`src/rtl/gal_arb_pkg.sv`:
```
// Shared types and helpers for the GAL output-enable arbiter.
// The state encoding is fixed at two bits so the state register is always the same width.
package gal_arb_pkg;

    typedef enum logic [1:0] {
        IDLE  = 2'd0,
        GRANT = 2'd1,
        TURN  = 2'd2
    } arb_state_t;

    // Width needed to hold an index or count, never less than one bit.
    function automatic int clog2_min1(input int value);
        return (value <= 2) ? 1 : $clog2(value);
    endfunction

endpackage

```
`src/rtl/gal_oe_arbiter_if.sv`:
```
// Bus between the requesters and the OLMC output-enable arbiter.
// The arbiter sits on the master side; requesters and OLMC drivers sit on the slave side.
interface gal_oe_arbiter_if
    import gal_arb_pkg::*;
#(
    parameter int N = 4
);
    localparam int IW = clog2_min1(N);

    logic [N-1:0]  req;
    logic [N-1:0]  oe;
    logic [IW-1:0] gnt_id;
    logic          busy;
    logic          turn;

    modport master (
        input  req,
        output oe,
        output gnt_id,
        output busy,
        output turn
    );

    modport slave (
        output req,
        input  oe,
        input  gnt_id,
        input  busy,
        input  turn
    );

endinterface

```
`src/rtl/gal_oe_arbiter_rr_pick.sv`:
```
// Round-robin picker: returns the first set request at or after ptr_i, wrapping modulo N.
// The request vector is duplicated so that the wrap-around search becomes a plain priority encode.
module rr_pick
    import gal_arb_pkg::*;
#(
    parameter  int N  = 4,
    localparam int IW = clog2_min1(N)
) (
    input  logic [N-1:0]  req_i,
    input  logic [IW-1:0] ptr_i,
    output logic          valid_o,
    output logic [IW-1:0] idx_o
);

    logic [2*N-1:0] masked;
    int             first;

    // NOTE: every variable written in this block gets a value before any condition, so no latch is inferred.
    always_comb begin
        masked = {req_i, req_i};
        first  = 0;
        for (int i = 0; i < N; i++) begin
            if (i < int'(ptr_i)) begin
                masked[i] = 1'b0;
            end
        end
        for (int i = 2*N-1; i >= 0; i--) begin
            if (masked[i]) begin
                first = i;
            end
        end
        valid_o = |req_i;
        idx_o   = (first >= N) ? IW'(first - N) : IW'(first);
    end

endmodule

```
`src/rtl/gal_oe_arbiter.sv`:
```
// Round-robin arbiter that drives one-hot registered output enables for OLMC tri-state drivers
// on a shared GAL pin, inserting all-disabled turnaround cycles between grants.
module gal_oe_arbiter
    import gal_arb_pkg::*;
#(
    parameter int N           = 4,
    parameter int HOLD_MAX    = 8,
    parameter int TURN_CYCLES = 1
) (
    input logic              C,
    input logic              R,
    gal_oe_arbiter_if.master bus
);

    localparam int IW = clog2_min1(N);
    localparam int CW = clog2_min1(((HOLD_MAX > TURN_CYCLES) ? HOLD_MAX : TURN_CYCLES) + 1);

    localparam logic [CW-1:0] HOLD_LAST = CW'(HOLD_MAX - 1);
    localparam logic [CW-1:0] TURN_LAST = CW'(TURN_CYCLES - 1);
    localparam logic [IW-1:0] PTR_LAST  = IW'(N - 1);

    arb_state_t    state_q;
    logic [IW-1:0] ptr_q;
    logic [IW-1:0] gnt_id_q;
    logic [CW-1:0] cnt_q;
    logic [N-1:0]  oe_q;
    logic          busy_q;
    logic          turn_q;

    logic          pick_valid;
    logic [IW-1:0] pick_idx;
    logic [N-1:0]  pick_oe;
    logic [IW-1:0] ptr_next;
    logic          hold_go;

    rr_pick #(.N(N)) u_pick (
        .req_i   (bus.req),
        .ptr_i   (ptr_q),
        .valid_o (pick_valid),
        .idx_o   (pick_idx)
    );

    assign pick_oe  = {{(N-1){1'b0}}, 1'b1} << pick_idx;
    // The pointer wraps explicitly so non-power-of-two N never points at a missing requester.
    assign ptr_next = (gnt_id_q == PTR_LAST) ? '0 : gnt_id_q + 1'b1;
    assign hold_go  = bus.req[gnt_id_q] && (cnt_q < HOLD_LAST);

    // NOTE: all state here is updated with non-blocking assignments so every register sees pre-edge values.
    always_ff @(posedge C) begin
        if (R) begin
            state_q  <= IDLE;
            ptr_q    <= '0;
            gnt_id_q <= '0;
            cnt_q    <= '0;
            oe_q     <= '0;
            busy_q   <= 1'b0;
            turn_q   <= 1'b0;
        end else begin
            case (state_q)
                IDLE: begin
                    cnt_q  <= '0;
                    turn_q <= 1'b0;
                    if (pick_valid) begin
                        oe_q     <= pick_oe;
                        gnt_id_q <= pick_idx;
                        busy_q   <= 1'b1;
                        state_q  <= GRANT;
                    end else begin
                        oe_q   <= '0;
                        busy_q <= 1'b0;
                    end
                end
                GRANT: begin
                    if (hold_go) begin
                        cnt_q <= cnt_q + 1'b1;
                    end else begin
                        oe_q    <= '0;
                        busy_q  <= 1'b0;
                        turn_q  <= 1'b1;
                        ptr_q   <= ptr_next;
                        cnt_q   <= '0;
                        state_q <= TURN;
                    end
                end
                TURN: begin
                    if (cnt_q == TURN_LAST) begin
                        // Last gap cycle arbitrates directly so a waiting winner skips IDLE.
                        cnt_q  <= '0;
                        turn_q <= 1'b0;
                        if (pick_valid) begin
                            oe_q     <= pick_oe;
                            gnt_id_q <= pick_idx;
                            busy_q   <= 1'b1;
                            state_q  <= GRANT;
                        end else begin
                            state_q <= IDLE;
                        end
                    end else begin
                        cnt_q <= cnt_q + 1'b1;
                    end
                end
                default: begin
                    state_q <= IDLE;
                    oe_q    <= '0;
                    busy_q  <= 1'b0;
                    turn_q  <= 1'b0;
                    cnt_q   <= '0;
                end
            endcase
        end
    end

    assign bus.oe     = oe_q;
    assign bus.gnt_id = gnt_id_q;
    assign bus.busy   = busy_q;
    assign bus.turn   = turn_q;

endmodule
```
`src/flat_wrapper.sv`:
```
// flat-port wrapper written by rule: the top's interface ports become plain ports
module gal_oe_arbiter_flat import gal_arb_pkg::*;
#(
    parameter int N           = 4,
    parameter int HOLD_MAX    = 8,
    parameter int TURN_CYCLES = 1
)
  (C, R, bus_req, bus_oe, bus_gnt_id, bus_busy, bus_turn);
  gal_oe_arbiter_if #(.N(N)) bus_i ();
  input logic C;
  input logic R;
  input wire logic [$bits(bus_i.req)-1:0] bus_req;
  output wire logic [$bits(bus_i.oe)-1:0] bus_oe;
  output wire logic [$bits(bus_i.gnt_id)-1:0] bus_gnt_id;
  output wire logic [$bits(bus_i.busy)-1:0] bus_busy;
  output wire logic [$bits(bus_i.turn)-1:0] bus_turn;
  assign bus_i.req = bus_req;
  assign bus_oe = bus_i.oe;
  assign bus_gnt_id = bus_i.gnt_id;
  assign bus_busy = bus_i.busy;
  assign bus_turn = bus_i.turn;
  gal_oe_arbiter #(.N(N), .HOLD_MAX(HOLD_MAX), .TURN_CYCLES(TURN_CYCLES)) u_core (.C(C), .R(R), .bus(bus_i));
endmodule
```
`config.mk`:
```
export PLATFORM = sky130hd
export DESIGN_NAME = gal_oe_arbiter_flat
export DESIGN_NICKNAME = d
export VERILOG_FILES = /design/src/rtl/gal_arb_pkg.sv /design/src/rtl/gal_oe_arbiter_if.sv /design/src/rtl/gal_oe_arbiter_rr_pick.sv /design/src/rtl/gal_oe_arbiter.sv /design/src/flat_wrapper.sv
export SDC_FILE = /design/constraint.sdc
export NUM_CORES = 1
export LEC_CHECK = 0
export CAP_MARGIN = 20
export CORE_MARGIN = 4
export CORE_UTILIZATION = 52
export DETAILED_ROUTE_END_ITERATION = 8
export PLACE_DENSITY_LB_ADDON = 0.1
export SLEW_MARGIN = 5
export SYNTH_ARGS = -nofsm -noshare
export SYNTH_HDL_FRONTEND = slang
export SYNTH_SLANG_ARGS = --single-unit
export TNS_END_PERCENT = 30
```
`constraint.sdc`:
```
create_clock -name C -period 2.5 [get_ports C]
set_input_delay 0.25 -clock C [delete_from_list [all_inputs] [get_ports C]]
set_output_delay 0.25 -clock C [all_outputs]
set_load 0.02 [all_outputs]
```
==> impl_metrics.py <==
metrics = {
    "yosys": {
        "synth_edf_count": 0,
        "avgSynthCellArea_sq_um": 8.758,
        "synth.most_common_cell": "dfxtp_1",
        "synth_top_family_by_area": "compound AO/OA/AOI/OAI gates",
        "synth_area_sq_um": 919.6,
        "synth_fa_ha_area_share_pct": 9.524,
        "synth_nets": 118,
        "synth_xor_area_share_pct": 1.905,
        "synth_top_area_share_pct": 34.83,
        "synth-compound-area-share_pct": 25.85,
        "synthArstFlopShare_pct": 0,
        "yosys.area.top_type": "dfxtp_1",
        "synth_mux_area_share_pct": 4.626,
        "yosysSeqAreaShare_pct": 34.83,
        "synthCells": 105,
        "ys_seq_elements": 16,
        "synthSimpleGateAreaFrac_pct": 17.96,
        "synth_warnings": 0,
        "ys.flop_type": "dfxtp_1",
        "synthTopCellsByCount": "dfxtp_1 (16), inv_1 (9), nor2_1 (9)",
        "synthTopCellsByArea": "dfxtp_1 (35%), ha_1 (9.5%), a21oi_1 (4.4%)",
        "synth_cell_types": 35,
    },
    "sta": {
        "period_needed_ns": 2.069,
        "relSlewSlack_pct": 65.97,
        "holdWs_ns": 0.4764,
        "rsz0062_at_grt": "no",
        "fin_crit_sh_pct": 82.78,
        "hold_viol": 0,
        "slew_viol_final": 0,
        "setup_viol": 0,
        "finalSetupTns_ns": 0,
        "worst_pin_slew_ns": 0.5074,
        "fin_skew_ns": 0.003141,
        "fmax_ghz": 0.4832,
    },
    "routing": {
        "via_per_inst": 5.493,
        "wl_met3_um": 87,
        "drt-initial-drc-count": 16,
        "highest_layer": "met4",
        "dr.pass1.iters": 4,
        "met2_length_um": 953,
        "vias": 813,
        "drc": 0,
        "final_antenna_net_count": 0,
        "wl_per_cell_um": 13.43,
        "wl_mm": 1.987,
        "met1_length_um": 919,
    },
    "grt": {
        "track_usage_pct": 18.11,
        "grt_max_degree": 15,
        "grt_overflow_total": 0,
        "antenna_found_initial": 0,
        "grt_pass1_vias": 757,
        "grt_pass1_wl_mm": 3.484,
    },
    "setup_path": {
        "crit_slowest_cell": "mux4_2",
        "crit_required_ns": 2.68,
        "crit_type": "reg -> reg",
        "crit_path_start_kind": "flop",
        "max_stage_delay_ns": 0.59,
        "cp_max_fo": 6,
        "critical_path.top_delay_family": "compound AO/OA/AOI/OAI gates",
        "cp-end-kind": "flop",
        "arrival_ns": 2.25,
        "critPathBufInv": 0,
        "cp_cell_sequence": "mux4_2, a32o_2, or2_4, o41ai_1",
    },
    "placed_design": {
        "post-place-cells": 145,
        "io_buffers": 13,
        "hpwlAfterDp_mm": 1.580,
        "detailed_place.area_sq_um": 1102,
        "globalplace.congestion": 0.8014,
    },
    "clock_network": {
        "clk_latency_ns": 0.29,
        "ctsHoldBuffers": 0,
        "postCtsSetupRepairBufs": 0,
        "clk_pin_slew_ns": 0.09,
        "clock_sinks": 16,
        "cts-root-buf": "clkbuf_4",
        "cts_tree": "done",
        "numCtsBuffers": 3,
        "htree_levels": 1,
        "ctsResizeCount": 0,
        "clockBufferDepth": 2,
    },
    "finish": {
        "seq_area_sq_um": 320.3,
        "multi_input_area_sq_um": 550.5,
        "n_antenna_cell": 0,
        "final_cells": 148,
        "syn_to_final_growth_pct": 22.31,
        "fillers": 129,
        "final_design_area_no_fill_sq_um": 1125,
        "nets": 139,
        "drive_above_1_share_pct": 12.10,
    },
    "floorplan": {
        "initial_utilization_pct": 57.69,
        "die_w_um": 50.06,
        "fp.dieH_um": 50.06,
        "fp.dieArea_sq_um": 2506,
        "rows": 14,
        "core_sq_um": 1594,
        "io_pins": 14,
    },
    "job": {
        "drv_cap": 0,
    },
    "power_and_ir_drop": {
        "max-vdd-ir-drop_v": 0.0004315,
        "p_leak_nw": 0.4398,
        "p_per_area_nw_per_um2": 662.1,
    },
    "worst_hold_path": {
        "hp-class": "reg -> reg",
    },
    "status": {
        "status": "complete, no violations",
    },
}
-- area by class of cell --
class | instances | area share (%)
Sequential cell | 16 | 28.48
Multi-Input combinational cell | 78 | 48.94
Tap cell | 24 | 2.670
Timing Repair Buffer | 18 | 14.91
Clock buffer | 3 | 2.002
Inverter | 9 | 3.003
-- metrics by stage --
stage          setup WS (ns)  total power, mW  utilization, %
2_1_floorplan         0.4575           0.5165               -
3_3_place_gp          0.2234           0.6108           69.15
3_5_place_dp          0.1425           0.6167           69.15
4_1_cts               0.4231           0.7523           70.57
5_1_grt               0.3047           0.8039           70.57
6_report              0.4306           0.7447           70.57
-- kinds of logic after synthesis --
logic type / Yosys count
adders and majority gates: 7
xor gates and xnor gates: 2
buffers and inverters: 11
DFF: 16
muxes: 3
and+or+nand+nor: 31
AOI/OAI and AO/OA: 35
-- path summary, 6_finish.rpt --
path	startpoint	to	slack (ns)	depth (start not counted)
worst min-delay path	u_core.bus.busy	u_core.bus.busy	0.48	2
worst min register to register	u_core.bus.busy	u_core.bus.busy	0.48	2
worst max register to register	u_core.bus.gnt_id[0]	u_core.bus.oe[0]	0.43	4
worst max-delay path	u_core.bus.gnt_id[0]	u_core.bus.oe[0]	0.43	4
-- power breakdown --
| part | switching, mW | internal (mW) |
|---|---|---|
| registers | 0.0281 | 0.290 |
| clock network | 0.0772 | 0.0560 |
| logic | 0.155 | 0.139 |
-- tightest hold or removal path, cell delays in order (launching register included) --
cell	delay [ns]
dfxtp_1	0.32
o21ai_0	0.06
a21oi_1	0.06
-- metal layers --
metal | global-route usage [%] | up-vias
met2 | 30.43 | 17
met4 | 6.912 | 0
li1 | - | 418
met3 | 3.916 | 4
met5 | 0 | -
met1 | 22.20 | 374
-- cell usage in the layout (no fill, tap or decap), types with 2 or more instances in the layout --
| master | instances |
|---|---|
| a211oi_1 | 3 |
| a21oi_1 | 8 |
| buf_4 | 5 |
| o21bai_1 | 3 |
| o21ai_0 | 8 |
| nor2b_1 | 5 |
| clkbuf_4 | 3 |
| nand3_1 | 3 |
| ha_1 | 7 |
| dfxtp_1 | 16 |
| o21a_1 | 2 |
| nand2_1 | 4 |
| o31ai_1 | 2 |
| o41ai_1 | 2 |
| inv_1 | 9 |
| mux2i_1 | 2 |
| nor4_1 | 2 |
| nor2_1 | 9 |
| nand2b_1 | 2 |
| clkdlybuf4s50_1 | 13 |
-- state kept, by name, summed over array words and instances (netlist names) --
signal             flops
u_core.ptr_q           2
u_core.bus.busy        1
u_core.bus.turn        1
u_core.cnt_q           4
u_core.bus.oe          4
u_core.bus.gnt_id      2
u_core.state_q         2
Note: power is estimated with default switching activity, not from simulation.
